## src/rtl/video_timing_monitor.sv

```systemverilog
// video_timing_monitor: measures line/frame timing from HBLANK, VBLANK and CE_PIXEL with
// saturating counters and a frame-stability detector. Define VIDEO_TIMING_MON_SYNC_EN for sync-width measurement.
module video_timing_monitor #(
  parameter int WIDTH           = 16,
  parameter int STABLE_FRAMES   = 4,
  parameter int FRAME_CNT_WIDTH = 16
) (
  input  logic                       clk,
  input  logic                       reset,
  input  logic                       HBLANK,
  input  logic                       VBLANK,
  input  logic                       CE_PIXEL,
`ifdef VIDEO_TIMING_MON_SYNC_EN
  input  logic                       HSYNC,
  input  logic                       VSYNC,
  output logic [WIDTH-1:0]           hsync_clocks,
  output logic [WIDTH-1:0]           vsync_lines,
`endif
  output logic [WIDTH-1:0]           x_clocks,
  output logic [WIDTH-1:0]           x_unblanked,
  output logic [WIDTH-1:0]           x_ce_enable,
  output logic [WIDTH-1:0]           x_pixels,
  output logic [WIDTH-1:0]           y_lines,
  output logic [WIDTH-1:0]           y_unblanked,
  output logic                       x_valid,
  output logic                       y_valid,
  output logic                       overflow,
  output logic                       stable,
  output logic                       changed,
  output logic [FRAME_CNT_WIDTH-1:0] frame_count
);

  localparam int SCW = $clog2(STABLE_FRAMES + 1);
`ifdef VIDEO_TIMING_MON_SYNC_EN
  localparam int SNAP_W = 8 * WIDTH;
`else
  localparam int SNAP_W = 6 * WIDTH;
`endif

  // Returns {increment attempted at all-ones, next value}; the value never wraps.
  function automatic logic [WIDTH:0] satInc(input logic [WIDTH-1:0] v, input logic inc);
    if (inc && (&v)) return {1'b1, v};
    return {1'b0, v + WIDTH'(inc)};
  endfunction

  logic              r_hb_prev, r_vb_prev;
  logic              r_hedge_seen, r_vedge_seen;
  logic [WIDTH-1:0]  r_x_clocks_c, r_x_unblanked_c, r_x_ce_c, r_x_pixels_c;
  logic [WIDTH-1:0]  r_y_lines_c, r_y_unblanked_c;
  logic [SCW-1:0]    r_stab_cnt;
  logic [SNAP_W-1:0] r_snap;

  logic              w_hedge, w_vedge, w_ovf, w_ovf_base;
  logic [SNAP_W-1:0] w_snap;
  logic [WIDTH:0]    w_x_clocks_n, w_x_unblanked_n, w_x_ce_n, w_x_pixels_n;
  logic [WIDTH:0]    w_y_lines_n, w_y_unblanked_n;

  assign w_hedge = HBLANK & ~r_hb_prev;
  assign w_vedge = VBLANK & ~r_vb_prev;

  assign w_x_clocks_n    = satInc(r_x_clocks_c, 1'b1);
  assign w_x_unblanked_n = satInc(r_x_unblanked_c, ~HBLANK);
  assign w_x_ce_n        = satInc(r_x_ce_c, CE_PIXEL);
  assign w_x_pixels_n    = satInc(r_x_pixels_c, ~HBLANK & CE_PIXEL);
  assign w_y_lines_n     = satInc(r_y_lines_c, w_hedge);
  assign w_y_unblanked_n = satInc(r_y_unblanked_c, w_hedge & ~VBLANK);

  // Reloads on an edge never count as saturation, only blocked increments do.
  assign w_ovf_base = (~w_hedge & (w_x_clocks_n[WIDTH] | w_x_unblanked_n[WIDTH] |
                                   w_x_ce_n[WIDTH] | w_x_pixels_n[WIDTH])) |
                      (~w_vedge & (w_y_lines_n[WIDTH] | w_y_unblanked_n[WIDTH]));

`ifdef VIDEO_TIMING_MON_SYNC_EN
  logic             r_hs_prev, r_vs_prev;
  logic [WIDTH-1:0] r_hs_c, r_vs_c;
  logic [WIDTH:0]   w_hs_n, w_vs_n;
  logic             w_hs_fall, w_vs_fall;

  assign w_hs_fall = ~HSYNC & r_hs_prev;
  assign w_vs_fall = ~VSYNC & r_vs_prev;
  assign w_hs_n    = satInc(r_hs_c, HSYNC);
  assign w_vs_n    = satInc(r_vs_c, w_hedge & VSYNC);
  assign w_ovf     = w_ovf_base | w_hs_n[WIDTH] | w_vs_n[WIDTH];
  assign w_snap    = {x_clocks, x_unblanked, x_ce_enable, x_pixels,
                      r_y_lines_c, r_y_unblanked_c, hsync_clocks, vsync_lines};

  always_ff @(posedge clk) begin
    if (reset) begin
      r_hs_prev    <= 1'b0;
      r_vs_prev    <= 1'b0;
      r_hs_c       <= '0;
      r_vs_c       <= '0;
      hsync_clocks <= '0;
      vsync_lines  <= '0;
    end else begin
      r_hs_prev <= HSYNC;
      r_vs_prev <= VSYNC;
      if (w_hs_fall) begin
        hsync_clocks <= r_hs_c;
        r_hs_c       <= '0;
      end else begin
        r_hs_c <= w_hs_n[WIDTH-1:0];
      end
      if (w_vs_fall) begin
        vsync_lines <= r_vs_c;
        r_vs_c      <= '0;
      end else begin
        r_vs_c <= w_vs_n[WIDTH-1:0];
      end
    end
  end
`else
  assign w_ovf  = w_ovf_base;
  assign w_snap = {x_clocks, x_unblanked, x_ce_enable, x_pixels, r_y_lines_c, r_y_unblanked_c};
`endif

  always_ff @(posedge clk) begin
    if (reset) begin
      r_hb_prev       <= 1'b1;
      r_vb_prev       <= 1'b1;
      r_hedge_seen    <= 1'b0;
      r_vedge_seen    <= 1'b0;
      r_x_clocks_c    <= '0;
      r_x_unblanked_c <= '0;
      r_x_ce_c        <= '0;
      r_x_pixels_c    <= '0;
      r_y_lines_c     <= '0;
      r_y_unblanked_c <= '0;
      r_stab_cnt      <= '0;
      r_snap          <= '0;
      x_clocks        <= '0;
      x_unblanked     <= '0;
      x_ce_enable     <= '0;
      x_pixels        <= '0;
      y_lines         <= '0;
      y_unblanked     <= '0;
      x_valid         <= 1'b0;
      y_valid         <= 1'b0;
      overflow        <= 1'b0;
      stable          <= 1'b0;
      changed         <= 1'b0;
      frame_count     <= '0;
    end else begin
      r_hb_prev <= HBLANK;
      r_vb_prev <= VBLANK;
      changed   <= 1'b0;
      if (w_ovf) overflow <= 1'b1;

      if (w_hedge) begin
        x_clocks        <= r_x_clocks_c;
        x_unblanked     <= r_x_unblanked_c;
        x_ce_enable     <= r_x_ce_c;
        x_pixels        <= r_x_pixels_c;
        r_x_clocks_c    <= WIDTH'(1);
        r_x_unblanked_c <= '0;
        r_x_ce_c        <= WIDTH'(CE_PIXEL);
        r_x_pixels_c    <= '0;
        r_hedge_seen    <= 1'b1;
        if (r_hedge_seen) x_valid <= 1'b1;
      end else begin
        r_x_clocks_c    <= w_x_clocks_n[WIDTH-1:0];
        r_x_unblanked_c <= w_x_unblanked_n[WIDTH-1:0];
        r_x_ce_c        <= w_x_ce_n[WIDTH-1:0];
        r_x_pixels_c    <= w_x_pixels_n[WIDTH-1:0];
      end

      // A frame edge swallows a line edge landing in the same cycle.
      if (w_vedge) begin
        y_lines         <= r_y_lines_c;
        y_unblanked     <= r_y_unblanked_c;
        r_y_lines_c     <= '0;
        r_y_unblanked_c <= '0;
        frame_count     <= frame_count + FRAME_CNT_WIDTH'(1);
        r_vedge_seen    <= 1'b1;
        if (r_vedge_seen) y_valid <= 1'b1;
        r_snap          <= w_snap;
        if (y_valid) begin
          if (w_snap == r_snap) begin
            if (r_stab_cnt != SCW'(STABLE_FRAMES)) r_stab_cnt <= r_stab_cnt + SCW'(1);
            stable <= (r_stab_cnt >= SCW'(STABLE_FRAMES - 1));
          end else begin
            r_stab_cnt <= '0;
            stable     <= 1'b0;
            changed    <= 1'b1;
          end
        end
      end else if (w_hedge) begin
        r_y_lines_c     <= w_y_lines_n[WIDTH-1:0];
        r_y_unblanked_c <= w_y_unblanked_n[WIDTH-1:0];
      end
    end
  end

endmodule

```

## config.mk

```make
export PLATFORM = sky130hd
export DESIGN_NAME = video_timing_monitor
export DESIGN_NICKNAME = d
export VERILOG_FILES = /design/src/rtl/video_timing_monitor.sv
export SDC_FILE = /design/constraint.sdc
export NUM_CORES = 1
export LEC_CHECK = 0
export ABC_AREA = 1
export CORE_MARGIN = 2
export CORE_UTILIZATION = 55
export CTS_CLUSTER_SIZE = 24
export DETAILED_ROUTE_END_ITERATION = 6
export PLACE_DENSITY = 0.85
export SETUP_SLACK_MARGIN = 0.2
export SYNTH_ARGS = -nofsm -noshare
export SYNTH_HDL_FRONTEND = slang
export SYNTH_SLANG_ARGS = --single-unit
```

## constraint.sdc

```tcl
create_clock -name clk -period 2.6 [get_ports clk]
set_input_delay 0.52 -clock clk [delete_from_list [all_inputs] [get_ports clk]]
set_output_delay 0.52 -clock clk [all_outputs]
set_load 0.05 [all_outputs]
```

==> flow_summary_export.csv, run 1 <==
group,metric,value,unit
power_and_ir_drop,power.total,10.12,mW
setup_path,cp-end-kind,"output port",
sta,fin_crit_sh,0.9139,
setup_path,cp.required,2080,ps
synth,synthArstFlopShare,0,
die,rows,56,
sta,grt_setup_unrepaired,"false",
grt,grt_pass1_wl,55560,µm
detailed_routing,vias,12016,
place,placed_cell_area,14500,µm²
power_and_ir_drop,ir_drop,0.4793,mV
detailed_routing,wire_per_inst,15.85,µm
die,design.portCount,122,
die,coreArea,23400,µm²
grt,met2_usage,0.4673,
grt,met3_usage,0.03702,
setup_path,criticalPathCategory,"flop to output port",
clocking,worstSkewPairLatency,550,ps
status,status,"complete, no violations",
clocking,cts_hold_buf,0,
setup_path,path_cells,"clkdlybuf4s50_1",
detailed_routing,drcViolationCount,0,
setup_path,r2r_start,"r_x_clocks_c[0]$_SDFFE_PP0P_",
grt,overflow,0,
clocking,cts.clk_slew.worst_paths,60,ps
clocking,cts_tree,"done",
worst_hold_path,hp-start,"r_vedge_seen$_SDFFE_PP0P_",
worst_hold_path,min_path_type,"flop to flop",
detailed_routing,routed_wl,34640,µm
clocking,cts-buffers-inserted,29,
sta,maxSlewViolCount,0,
place,port_buffers,121,
synth,synth_seq_cells,284,
grt,grt_max_degree,97,
grt,busiest_layer,"met2",
sta,relSlewSlack,0.4786,
synth,synth_ff_type,"dfxtp_1",
synth,synth-seq-area-share,0.4339,
clocking,cts_root_buf,"clkbuf_16",
synth,synth_fa_ha_area_frac,0.01432,
grt,antenna_found_initial,1,
finish,syn_to_final_growth,18.35,%
clocking,htreeDepth,1,
synth,synth_top_family_by_area,"simple AND/OR/NAND/NOR gates",
die,start_util,0.5599,
finish,final_common_cell,"dfxtp_1",
finish,layout_common_cells,"dfxtp_1 (284), nor2_1 (262), nand2_1 (253)",
setup_path,crit_buf_inv,1,
detailed_routing,drtPass1Iterations,6,
synth,synth_area_per_cell,7.432,µm²
power_and_ir_drop,leakagePower,6.071,nW
finish,layout-drive-gt1-share,0.06324,
sta,max_freq,0.4208,GHz
place,pre_cts_slack,-34.53,ps
grt,track_usage,0.2743,
synth,synth_top_area_frac,0.4339,
worst_hold_path,holdPathStages,2,
setup_path,critPathArrivalTime,1860,ps
detailed_routing,final_antenna_net_count,0,
sta,finalSetupTns,0,ps
setup_path,reg2reg_depth,11,
place,gp_congestion,0.8990,
synth,synth_compound_area_frac,0.1507,
setup_path,crit_family,"buffers and inverters",
clocking,cts_sinks,284,
synth,synthCells,1763,
setup_path,reg2reg_slack,600,ps
grt,grt_pass1_vias,11443,
setup_path,cp_slowest_cell,"clkdlybuf4s50_1",
sta,clock_skew,11.29,ps
setup_path,start_kind,"flop",
synth,synthTopCellsByArea,"dfxtp_1 (43%), nor2_1 (7.5%), o21ai_0 (7.3%)",
synth,ys_types,47,
sta,worstMarginPinSlew,782.1,ps
flow_run,cap_violations,0,
power_and_ir_drop,power.density,652.6,nW/µm²
finish,fin_util,0.6626,
finish,num_antenna_cells,0,
die,die_w,158.3,µm
synth,yosys.area_share.simple,0.2352,
worst_hold_path,whs_endpoint,"y_valid$_SDFFE_PP0P_",
sta,period_needed,2376,ps
sta,finalHoldViolations,0,
synth,synth_xor_area_frac,0.07353,
detailed_routing,drt_iter0_drc,903,
die,die_h,158.3,µm
sta,fin_ws,223.8,ps
sta,final-setup-viol-count,0,
die,die_area,25070,µm²
place,place_hpwl,24480,µm
synth,synth_nets,1783,
detailed_routing,routed_via_density,5.499,
setup_path,worstPathMaxFanout,4,
setup_path,slowest_delay,860,ps
finish,nNetsFinal,1865,
setup_path,reg2reg_to,"overflow$_SDFFE_PP0P_",
finish,fillers,1950,
clocking,clk_path_buf_depth,3,
synth,yosysWarningCount,0,
synth,synth_edf_count,0,
synth,synth.largest_area_cell,"dfxtp_1",
synth,synthMuxAreaShare,0,
grt,use_met1,0.3494,
synth,syn_area,13100,µm²
finish,design_area,15510,µm²
cells in the mapped netlist (4+ instances only):
library cell  number
dfxtp_1          284
nor2_1           262
nand2_1          253
o21ai_0          192
a21oi_1          169
inv_1            168
xnor2_1           67
nand3_1           47
clkbuf_1          45
xor2_1            43
buf_4             33
nand4_1           33
nor3_1            30
buf_2             21
ha_1              15
nor4_1            15
nand3b_1           7
nor2_4             6
a211oi_1           5
buf_1              5
nand2_4            5
nor2_2             5
nor3b_1            5
o21a_1             5
nor3_2             4
power by group:
group          total, mW  switching [mW]  internal (mW)
Combinational       1.09           0.719          0.369
Sequential          4.65           0.152           4.50
Clock               4.38            1.72           2.67
Total               10.1            2.59           7.53
kinds of logic (layout without fill, tap and decap cells):
| family | count (synthesis) | in the layout |
|---|---|---|
| xor+xnor | 110 | 110 |
| simple gates | 691 | 691 |
| compound gates | 384 | 384 |
| flops | 284 | 284 |
| buf+inv | 279 | 382 |
| fa+ha+maj | 15 | 15 |
layer usage:
layer  up-vias  part of all wire
li1       5870                 -
met1      5625              0.43
met2       420              0.48
met4         2             0.037
met5         -           0.00038
met3        99             0.059
cell type report:
type,instances,area [µm²],area share
inverter,174,660.6,0.04260
sequential,284,5685,0.3666
tap,319,399.1,0.02574
multi-input combinational,1200,6218,0.4010
clock buffer,43,818.3,0.05277
timing repair buffer,156,1545,0.09964
clock inverter,9,180.2,0.01162
how the worst max path moves through the flow:
stage | from | end | slack (ps) | cells after the start
3_3_place_gp | HBLANK | r_y_unblanked_c[13]$_SDFFE_PP0P_ | -20 | 14
5_1_grt | x_clocks[4]$_SDFFE_PP0N_ | x_clocks[4] | 200 | 1
3_5_place_dp | HBLANK | r_y_unblanked_c[10]$_SDFFE_PP0P_ | -30 | 12
2_1_floorplan | HBLANK | r_y_lines_c[9]$_SDFFE_PP0P_ | 210 | 13
6_report | x_pixels[9]$_SDFFE_PP0N_ | x_pixels[9] | 220 | 1
4_1_cts | x_clocks[12]$_SDFFE_PP0N_ | x_clocks[12] | 200 | 1
per-stage QoR:
step | hold WS, ps | cells
floorplan | 436.2 | 1763
global placement | 445.3 | 2133
detailed placement | 451.1 | 2133
CTS | 460.8 | 2185
global route | 470.1 | 2185
finish | 457.2 | 2185
state kept, by name, summed over array words and instances, names as in the netlist:
name,flops
x_ce_enable,16
frame_count,16
y_unblanked,15
r_x_pixels_c,16
r_x_ce_c,16
overflow,1
r_x_unblanked_c,16
x_unblanked,16
r_hb_prev,1
x_clocks,16
r_vb_prev,1
y_lines,15
r_stab_cnt,3
r_vedge_seen,1
x_pixels,16
y_valid,1
changed,1
r_snap,66
r_y_lines_c,16
r_hedge_seen,1
x_valid,1
r_x_clocks_c,16
stable,1
r_y_unblanked_c,16
repair_timing:
item	in CTS	in global routing
resized for setup	7	7
cloned	0	0
endpoints found under the setup margin	7	7
pin swaps	0	0
setup buffers	0	0
Note: power is estimated with default switching activity, not from simulation.
==> inputs of run 2 (changes only) <==
- CAP_MARGIN: unset -> 15
==> results of run 2 <==
Same layout as run 1: the final DEF is identical, and so are final timing and power.
==> inputs of run 3 (changes only) <==
- RECOVER_POWER: unset -> 25
- clock period: 2.6 -> 2.3 ns (I/O delays scaled with it)
==> flow_summary_export.csv, run 3 (synthesis gave the netlist of run 1 again) <==
group,metric,value,unit
grt,antenna_found_initial,0,
finish,syn_to_final_growth,19.81,%
setup_path,path_cells,"dlygate4sd2_1",
clocking,cts_hold_buf,0,
sta,period_needed,2093,ps
finish,layout_common_cells,"dfxtp_1 (284), nor2_1 (261), nand2_1 (253)",
detailed_routing,routed_wl,36410,µm
sta,fin_ws,207.0,ps
place,gp_congestion,0.9357,
clocking,cts_sinks,284,
power_and_ir_drop,leakagePower,6.583,nW
sta,relSlewSlack,0.5568,
power_and_ir_drop,combPwrFrac,0.103,
setup_path,slowest_delay,590,ps
place,place_hpwl,24980,µm
setup_path,critPathArrivalTime,1630,ps
clocking,cts.clk_slew.worst_paths,60,ps
die,rows,56,
place,port_buffers,121,
worst_hold_path,hp-start,"HBLANK",
power_and_ir_drop,swShare,0.2611,
detailed_routing,vias,12099,
clocking,cts_tree,"done",
finish,num_antenna_cells,0,
setup_path,cp-end-kind,"output port",
setup_path,r2r_start,"r_x_clocks_c[0]$_SDFFE_PP0P_",
setup_path,criticalPathCategory,"flop to output port",
detailed_routing,routed_via_density,5.462,
power_and_ir_drop,power.total,11.65,mW
finish,regMostFlops,"r_snap",
clocking,cts-buffers-inserted,29,
die,die_h,158.3,µm
power_and_ir_drop,ir_drop,0.5034,mV
place,pre_cts_slack,-334.4,ps
finish,design_area,15700,µm²
finish,fin_util,0.6708,
die,design.portCount,122,
detailed_routing,final_antenna_net_count,0,
setup_path,reg2reg_slack,260,ps
setup_path,cp.required,1840,ps
finish,nNetsFinal,1893,
sta,fin_crit_sh,0.9100,
grt,busiest_layer,"met2",
place,dp_cells,2157,
setup_path,worstPathMaxFanout,4,
grt,met3_usage,0.03566,
sta,worstMarginPinSlew,664.8,ps
flow_run,cap_violations,0,
power_and_ir_drop,intPower,8.605,mW
setup_path,reg2reg_to,"r_x_clocks_c[7]$_SDFFE_PP0P_",
finish,layout-drive-gt1-share,0.08492,
detailed_routing,wire_per_inst,16.44,µm
setup_path,crit_family,"buffers and inverters",
detailed_routing,drt_iter0_drc,953,
worst_hold_path,holdPathStages,4,
finish,fin_cells,2215,
status,status,"complete, no violations",
sta,finalHoldViolations,0,
power_and_ir_drop,p_seq_frac,0.451,
worst_hold_path,min_path_type,"input pin to flop",
power_and_ir_drop,clkPwrFrac,0.446,
setup_path,start_kind,"flop",
clocking,cts_root_buf,"clkbuf_16",
die,start_util,0.5599,
finish,largest_reg_flops,66,
clocking,worstSkewPairLatency,560,ps
die,coreArea,23400,µm²
grt,grt_max_degree,110,
finish,final_common_cell,"dfxtp_1",
grt,track_usage,0.2799,
sta,final-setup-viol-count,0,
grt,grt_pass1_wl,56400,µm
grt,met2_usage,0.4706,
sta,maxSlewViolCount,0,
clocking,htreeDepth,1,
clocking,clk_path_buf_depth,3,
die,die_area,25070,µm²
detailed_routing,drtPass1Iterations,5,
power_and_ir_drop,power.switching,3.041,mW
sta,max_freq,0.4778,GHz
grt,grt_pass1_vias,11260,
setup_path,crit_buf_inv,1,
detailed_routing,drcViolationCount,0,
sta,grt_setup_unrepaired,"false",
grt,use_met1,0.3672,
place,placed_cell_area,14740,µm²
power_and_ir_drop,power.density,741.8,nW/µm²
worst_hold_path,whs_endpoint,"r_x_unblanked_c[1]$_SDFFE_PP0P_",
setup_path,reg2reg_depth,10,
sta,clock_skew,17.75,ps
setup_path,cp_slowest_cell,"dlygate4sd2_1",
die,die_w,158.3,µm
grt,overflow,0,
-- run 3: area by class of cell --
cell class | count | area [µm²]
repair buffers | 184 | 1627
multi-input cells | 1200 | 6267
well taps | 319 | 399.1
inverters | 174 | 660.6
clock buffers | 36 | 802.0
fillers | 1986 | 7704
clock inverters | 18 | 257.7
flip-flops and latches | 284 | 5685
-- run 3: repair_timing --
action,in CTS,in global routing
setup endpoints to repair,117,22
gates cloned,0,2
pin swaps,0,1
buffers inserted,0,2
gates resized for setup,117,14
-- run 3: how the worst max path moves through the flow --
stage | from | endpoint | slack, ps | cells past startpoint
floorplan | HBLANK | r_y_lines_c[9]$_SDFFE_PP0P_ | 160 | 13
global placement | HBLANK | r_y_unblanked_c[13]$_SDFFE_PP0P_ | -310 | 14
detailed placement | HBLANK | r_y_unblanked_c[13]$_SDFFE_PP0P_ | -330 | 14
CTS | x_clocks[12]$_SDFFE_PP0N_ | x_clocks[12] | 200 | 1
global route | CE_PIXEL | r_x_pixels_c[13]$_SDFFE_PP0P_ | 90 | 10
finish | x_unblanked[0]$_SDFFE_PP0N_ | x_unblanked[0] | 210 | 1
-- run 3: through the flow --
stage               hold slack [ps]  TNS [ps]
CTS                           466.3         0
detailed placement            457.3    -15690
finish                        364.5         0
global placement              446.7    -13230
global route                  386.8         0
floorplan                     436.2         0
-- run 3: layer usage --
| layer | vias to the layer above | wire length, µm | part of all wire |
|---|---|---|---|
| met5 | - | 0 | 0 |
| met4 | 0 | 1236 | 0.034 |
| met3 | 79 | 2285 | 0.063 |
| met2 | 407 | 17030 | 0.47 |
| met1 | 5697 | 15850 | 0.44 |
| li1 | 5916 | - | - |
-- run 3: power by group through the flow --
stage,combinational [mW],clock [mW],sequential (mW)
after floorplan,0.688,0,5.50
after global placement,1.21,0,5.35
after detailed placement,1.24,0,5.36
after CTS,1.19,5.22,5.25
after global routing,1.31,5.39,5.27
final,1.20,5.19,5.25
==> edit 1, RTL diff (settings of run 2) <==
Build with the macro `VIDEO_TIMING_MON_SYNC_EN` defined.
--- a/src/rtl/video_timing_monitor.sv
+++ b/src/rtl/video_timing_monitor.sv
@@ -1,5 +1,7 @@
 // video_timing_monitor: measures line/frame timing from HBLANK, VBLANK and CE_PIXEL with
 // saturating counters and a frame-stability detector. Define VIDEO_TIMING_MON_SYNC_EN for sync-width measurement.
+`define VIDEO_TIMING_MON_SYNC_EN
+
 module video_timing_monitor #(
   parameter int WIDTH           = 16,
   parameter int STABLE_FRAMES   = 4,
Ports: changed (added HSYNC, VSYNC, hsync_clocks and vsync_lines); port bits go from 122 to 156. The function was not compared with the original's and may differ.
==> edit 1 against run 2 <==
Final area grew 33%. Total power grew 32%. First-iteration DRC count grew 77%. Clock skew grew 0.0019 ns. Synthesized cell count grew 35%. Clock power grew 28%. Count of clock-buffer cells in the layout grew 23. Wire length grew 41%. Worst setup slack lost 0.0027 ns. Sequential cell count grew 98. Area after synthesis grew 33%. Critical path type unchanged. Highest routed layer is now met4.
==> edit 1: results (changes against run 2) <==
stage;metric;value;unit;change
worst_setup_path;reg-to-reg slack, setup;0.45;ns;-0.15 ns
final_layout;nets;2524;;+35%
synth;post-synthesis adder-cell area fraction;1.37;%;-0.066 points
synth;post-synthesis compound-gate area fraction;14.7;%;-0.41 points
final_layout;fillers;2622;;+34%
synth;count of cell types in the netlist;46;;-2.1%
worst_setup_path;R2R Path End;r_stab_cnt[0];;
timing;Least-Margin Pin Slew;0.832;ns;+0.0496 ns
cts;clk_lat worst skew;0.53;ns;-0.02 ns
global_route;vias in the first global route;15000;;+31%
worst_setup_path;r2r startpoint;r_y_unblanked_c[9];;
final_layout;max reg flops;98;;+48%
detailed_routing;initial drt markers;1601;;+77%
final_layout;share of cells above drive strength 1;6.77;%;+0.45 points
final_layout;Multi-Input Combinational;1646;;+37%
worst_setup_path;crit path max-delay cell type;clkdlybuf4s50_1;;
worst_setup_path;critical path startpoint;x_ce_enable[6];;
timing;Setup Skew;0.0132;ns;+0.00188 ns
cts;H-Tree Level Count;2;;+1
synth;sequential fraction of the synthesis area;43.9;%;+0.55 points
global_route;GR met1 Demand/Resource;38.4;%;+3.5 points
hold_path;hold-critical path endpoint;r_snap[119];;
detailed_routing;wire length on met3;3300;um;+63%
detailed_routing;via count;16100;;+34%
hold_path;hold wc startpoint;r_snap[119];;
synth;Area contributors post-synth;dfxtp_1, nor2_1, nand2_1;;
placed_design;pre-CTS setup slack;-0.162;ns;-0.127 ns
power;Static Leakage;0.00806;uW;+33%
detailed_routing;aggregate routed wire length;48800;um;+41%
global_route;met2 Use GR;46.5;%;-0.26 points
final_layout;inverters;218;;+25%
cts;# resized after CTS;2;;-5
global_route;gr usage total;29.0;%;+1.6 points
final_layout;clock buffers;66;;+53%
synth;Post-Syn Nets;2400;;+35%
detailed_routing;metal2 WL;22300;um;+35%
global_route;antenna violations before repair;0;;-1
synth;top cells by count, synth;nor2_1, dfxtp_1, nand2_1, o21ai_0, a21oi_1;;
global_route;first-pass GRT wire length;77900;um;+40%
global_route;M3 GR Usage;5.40;%;+1.7 points
cts;clock buffer count from CTS;40;;+38%
synth;xor and xnor area share after synthesis;8.25;%;+0.90 points
detailed_routing;wire length on met1;21200;um;+43%
timing;Fmax;0.420;GHz;-0.11%
placed_design;HPWL Detailed;34700;um;+42%
cts;clk sinks;382;;+35%
power;internal power;9840;uW;+31%
final_layout;fraction of area in clock buffers and inverters;6.11;%;-0.33 points
worst_setup_path;worst setup path end;x_ce_enable[6];;
final_layout;Signal buf overhead;10.1;%;+0.13 points
run_status;run status;completed;;
final_layout;fraction of area in multi-input gates;40.4;%;+0.25 points
final_layout;bufs w/o clock;210;;+35%
cts;clock tree root driver cell;clkbuf_16;;
-- edit 1: per-stage QoR --
step                      hold WS [ns]  total power [uW]  cells  setup TNS, ns  instance area [um2]
after floorplan                  0.436              7370   2374              0                17400
after global placement           0.447              7840   2858         -0.217                19400
after detailed placement         0.460              7880   2858         -0.774                19400
after CTS                        0.468             13400   2927              0                20600
after global routing             0.486             13800   2927              0                20700
final                            0.466             13400   2927              0                20700
-- edit 1: power groups by stage --
stage	logic [uW]	clock network (uW)	registers, uW
3_3_place_gp	1460	0	6370
2_1_floorplan	792	0	6570
5_1_grt	1640	5910	6280
4_1_cts	1510	5630	6260
3_5_place_dp	1500	0	6380
6_report	1520	5590	6260
-- edit 1: worst register-to-register path, cell delays in order (launching register included) --
cell and delay, ns:
dfxtp_1 0.42, xnor2_1 0.17, buf_4 0.19, nand2_1 0.06, nor2_1 0.17, nand2_1 0.07
nor2_1 0.17, nand2_1 0.09, nor2_2 0.29, nand3_2 0.18, a21oi_1 0.16, nor2_1 0.06
==> edit 2, RTL diff (flow settings as in run 2) <==
Without the edit above. Add an input register stage for `HBLANK`, `VBLANK` and `CE_PIXEL`; this delays them by one clock.
--- a/src/rtl/video_timing_monitor.sv
+++ b/src/rtl/video_timing_monitor.sv
@@ -31,6 +31,16 @@
 );
 
   localparam int SCW = $clog2(STABLE_FRAMES + 1);
+
+  logic HBLANK_q;
+  logic VBLANK_q;
+  logic CE_PIXEL_q;
+
+  always_ff @(posedge clk) begin
+    HBLANK_q   <= HBLANK;
+    VBLANK_q   <= VBLANK;
+    CE_PIXEL_q <= CE_PIXEL;
+  end
 `ifdef VIDEO_TIMING_MON_SYNC_EN
   localparam int SNAP_W = 8 * WIDTH;
 `else
@@ -55,15 +65,15 @@
   logic [WIDTH:0]    w_x_clocks_n, w_x_unblanked_n, w_x_ce_n, w_x_pixels_n;
   logic [WIDTH:0]    w_y_lines_n, w_y_unblanked_n;
 
-  assign w_hedge = HBLANK & ~r_hb_prev;
-  assign w_vedge = VBLANK & ~r_vb_prev;
+  assign w_hedge = HBLANK_q & ~r_hb_prev;
+  assign w_vedge = VBLANK_q & ~r_vb_prev;
 
   assign w_x_clocks_n    = satInc(r_x_clocks_c, 1'b1);
-  assign w_x_unblanked_n = satInc(r_x_unblanked_c, ~HBLANK);
-  assign w_x_ce_n        = satInc(r_x_ce_c, CE_PIXEL);
-  assign w_x_pixels_n    = satInc(r_x_pixels_c, ~HBLANK & CE_PIXEL);
+  assign w_x_unblanked_n = satInc(r_x_unblanked_c, ~HBLANK_q);
+  assign w_x_ce_n        = satInc(r_x_ce_c, CE_PIXEL_q);
+  assign w_x_pixels_n    = satInc(r_x_pixels_c, ~HBLANK_q & CE_PIXEL_q);
   assign w_y_lines_n     = satInc(r_y_lines_c, w_hedge);
-  assign w_y_unblanked_n = satInc(r_y_unblanked_c, w_hedge & ~VBLANK);
+  assign w_y_unblanked_n = satInc(r_y_unblanked_c, w_hedge & ~VBLANK_q);
 
   // Reloads on an edge never count as saturation, only blocked increments do.
   assign w_ovf_base = (~w_hedge & (w_x_clocks_n[WIDTH] | w_x_unblanked_n[WIDTH] |
@@ -141,8 +151,8 @@
       changed         <= 1'b0;
       frame_count     <= '0;
     end else begin
-      r_hb_prev <= HBLANK;
-      r_vb_prev <= VBLANK;
+      r_hb_prev <= HBLANK_q;
+      r_vb_prev <= VBLANK_q;
       changed   <= 1'b0;
       if (w_ovf) overflow <= 1'b1;
 
@@ -153,7 +163,7 @@
         x_pixels        <= r_x_pixels_c;
         r_x_clocks_c    <= WIDTH'(1);
         r_x_unblanked_c <= '0;
-        r_x_ce_c        <= WIDTH'(CE_PIXEL);
+        r_x_ce_c        <= WIDTH'(CE_PIXEL_q);
         r_x_pixels_c    <= '0;
         r_hedge_seen    <= 1'b1;
         if (r_hedge_seen) x_valid <= 1'b1;
Function: changed (a bounded check fails within 4 cycles, from zero or initial values and one cycle with reset high).
==> edit 2 against run 2 <==
Critical endpoint is now x_pixels[12]. Area after synthesis shrank 0.63%. Worst setup slack lost 0.011 ns. Register-to-register slack worse by 0.21 ns. Maximum frequency fell by 0.44%. Wire length is 0.55% higher. Final area is 1.0% lower. Non-clock buffer count shrank 12. Total power shrank 0.45%. Highest routed layer is now met4. Sequential cell count up 3.
==> edit 2: results (changes against run 2) <==
stage;metric;value;unit;change
synth;sequential fraction of the synthesis area;44.1;%;+0.74 points
synth;Area contributors post-synth;dfxtp_1, nor2_1, o21ai_0;;
placed_design;HPWL Detailed;24400;um;-0.45%
global_route;first-pass GRT wire length;55800;um;+0.35%
detailed_routing;metal2 WL;16300;um;-1.4%
power;Static Leakage;0.00608;uW;+0.19%
global_route;vias in the first global route;11100;;-3.1%
timing;Setup Skew;0.0132;ns;+0.00191 ns
global_route;M3 GR Usage;3.28;%;-0.42 points
cts;H-Tree Level Count;1;;unchanged
detailed_routing;first-pass iteration count of the detailed router;5;;-1
timing;max_slew headroom;59.4;%;+11 points
detailed_routing;initial drt markers;957;;+6.0%
placed_design;port bufs;121;;unchanged
global_route;met2 Use GR;45.6;%;-1.1 points
run_status;run status;completed;;
detailed_routing;top sig layer;met4;;
synth;top cells by count, synth;dfxtp_1, nor2_1, nand2_1, o21ai_0, a21oi_1;;
final_layout;nets;1848;;-0.91%
cts;clock-pin transition on the worst setup and hold timing paths;0.06;ns;about the same
cts;clk_lat worst skew;0.55;ns;about the same
synth;Synth async-reset ratio;0;%;unchanged
placed_design;routability cong.;0.933;;+3.8%
hold_path;Hold Crit Class;primary input to register;;
synth;dominant synthesized flop cell;dfxtp_1;;
global_route;GR met1 Demand/Resource;37.5;%;+2.6 points
power;Max IR drop VDD;493;uV;+2.9%
final_layout;Biggest register;r_snap;;
detailed_routing;DR WL/cell;16.1;um;+1.3%
global_route;antenna violations before repair;0;;-1
detailed_routing;wire length on met3;2370;um;+17%
synth;count of cell types in the netlist;41;;-13%
global_route;gr usage total;27.8;%;+0.32 points
global_route;largest net degree at the start of global routing;66;;-32%
detailed_routing;wire length on met1;15000;um;+1.1%
detailed_routing;vias per std cell;5.51;;+0.19%
final_layout;share of cells above drive strength 1;5.35;%;-0.97 points
-- edit 2: repair_timing --
action                     CTS  global route
hold endpoints to repair     0             0
setup endpoints to repair   11            14
buffers inserted             0             3
gates resized for setup     11            14
pin swaps                    0             2
-- edit 2: power breakdown --
| group | leakage (uW) | switching, uW | internal (uW) |
|---|---|---|---|
| combinational | 0.00325 | 713 | 353 |
| clock | 0.000494 | 1730 | 2580 |
| sequential | 0.00233 | 152 | 4540 |
-- edit 2: final cells by class --
cell class / count / area (um2)
repair buffers: 144 / 1450
clock buffers: 46 / 910
well taps: 319 / 399
multi-input cells: 1196 / 6110
inverters: 170 / 641
clock inverters: 7 / 91.3
fillers: 1895 / 7990
flip-flops and latches: 287 / 5750
-- edit 2: logic make-up after synthesis --
logic type | Yosys count | share of synthesized area, %
flops | 287 | 44.1
compound gates | 396 | 15.6
xor+xnor | 117 | 7.87
buf+inv | 276 | 9.04
fa+ha+maj | 15 | 1.44
simple gates | 668 | 21.9
-- edit 2: final timing paths --
kind                                 startpoint                   to  slack (ns)  cells past startpoint
worst max-delay path               x_pixels[12]         x_pixels[12]        0.21                      1
worst min-delay path                     HBLANK             HBLANK_q        0.41                      1
worst max register to register         HBLANK_q  r_y_unblanked_c[11]        0.39                     12
worst min register to register  r_x_clocks_c[9]      r_x_clocks_c[9]        0.46                      2
-- edit 2: per-stage QoR --
| step | cell area (um2) | utilization [%] | instances | setup WS, ns |
|---|---|---|---|---|
| after floorplan | 13000 | - | 1759 | 0.296 |
| after global placement | 14300 | 61.3 | 2113 | 0.487 |
| after detailed placement | 14300 | 61.3 | 2113 | 0.433 |
| after CTS | 15300 | 65.5 | 2166 | 0.201 |
| after global routing | 15300 | 65.8 | 2169 | 0.193 |
| final | 15300 | 65.8 | 2169 | 0.213 |
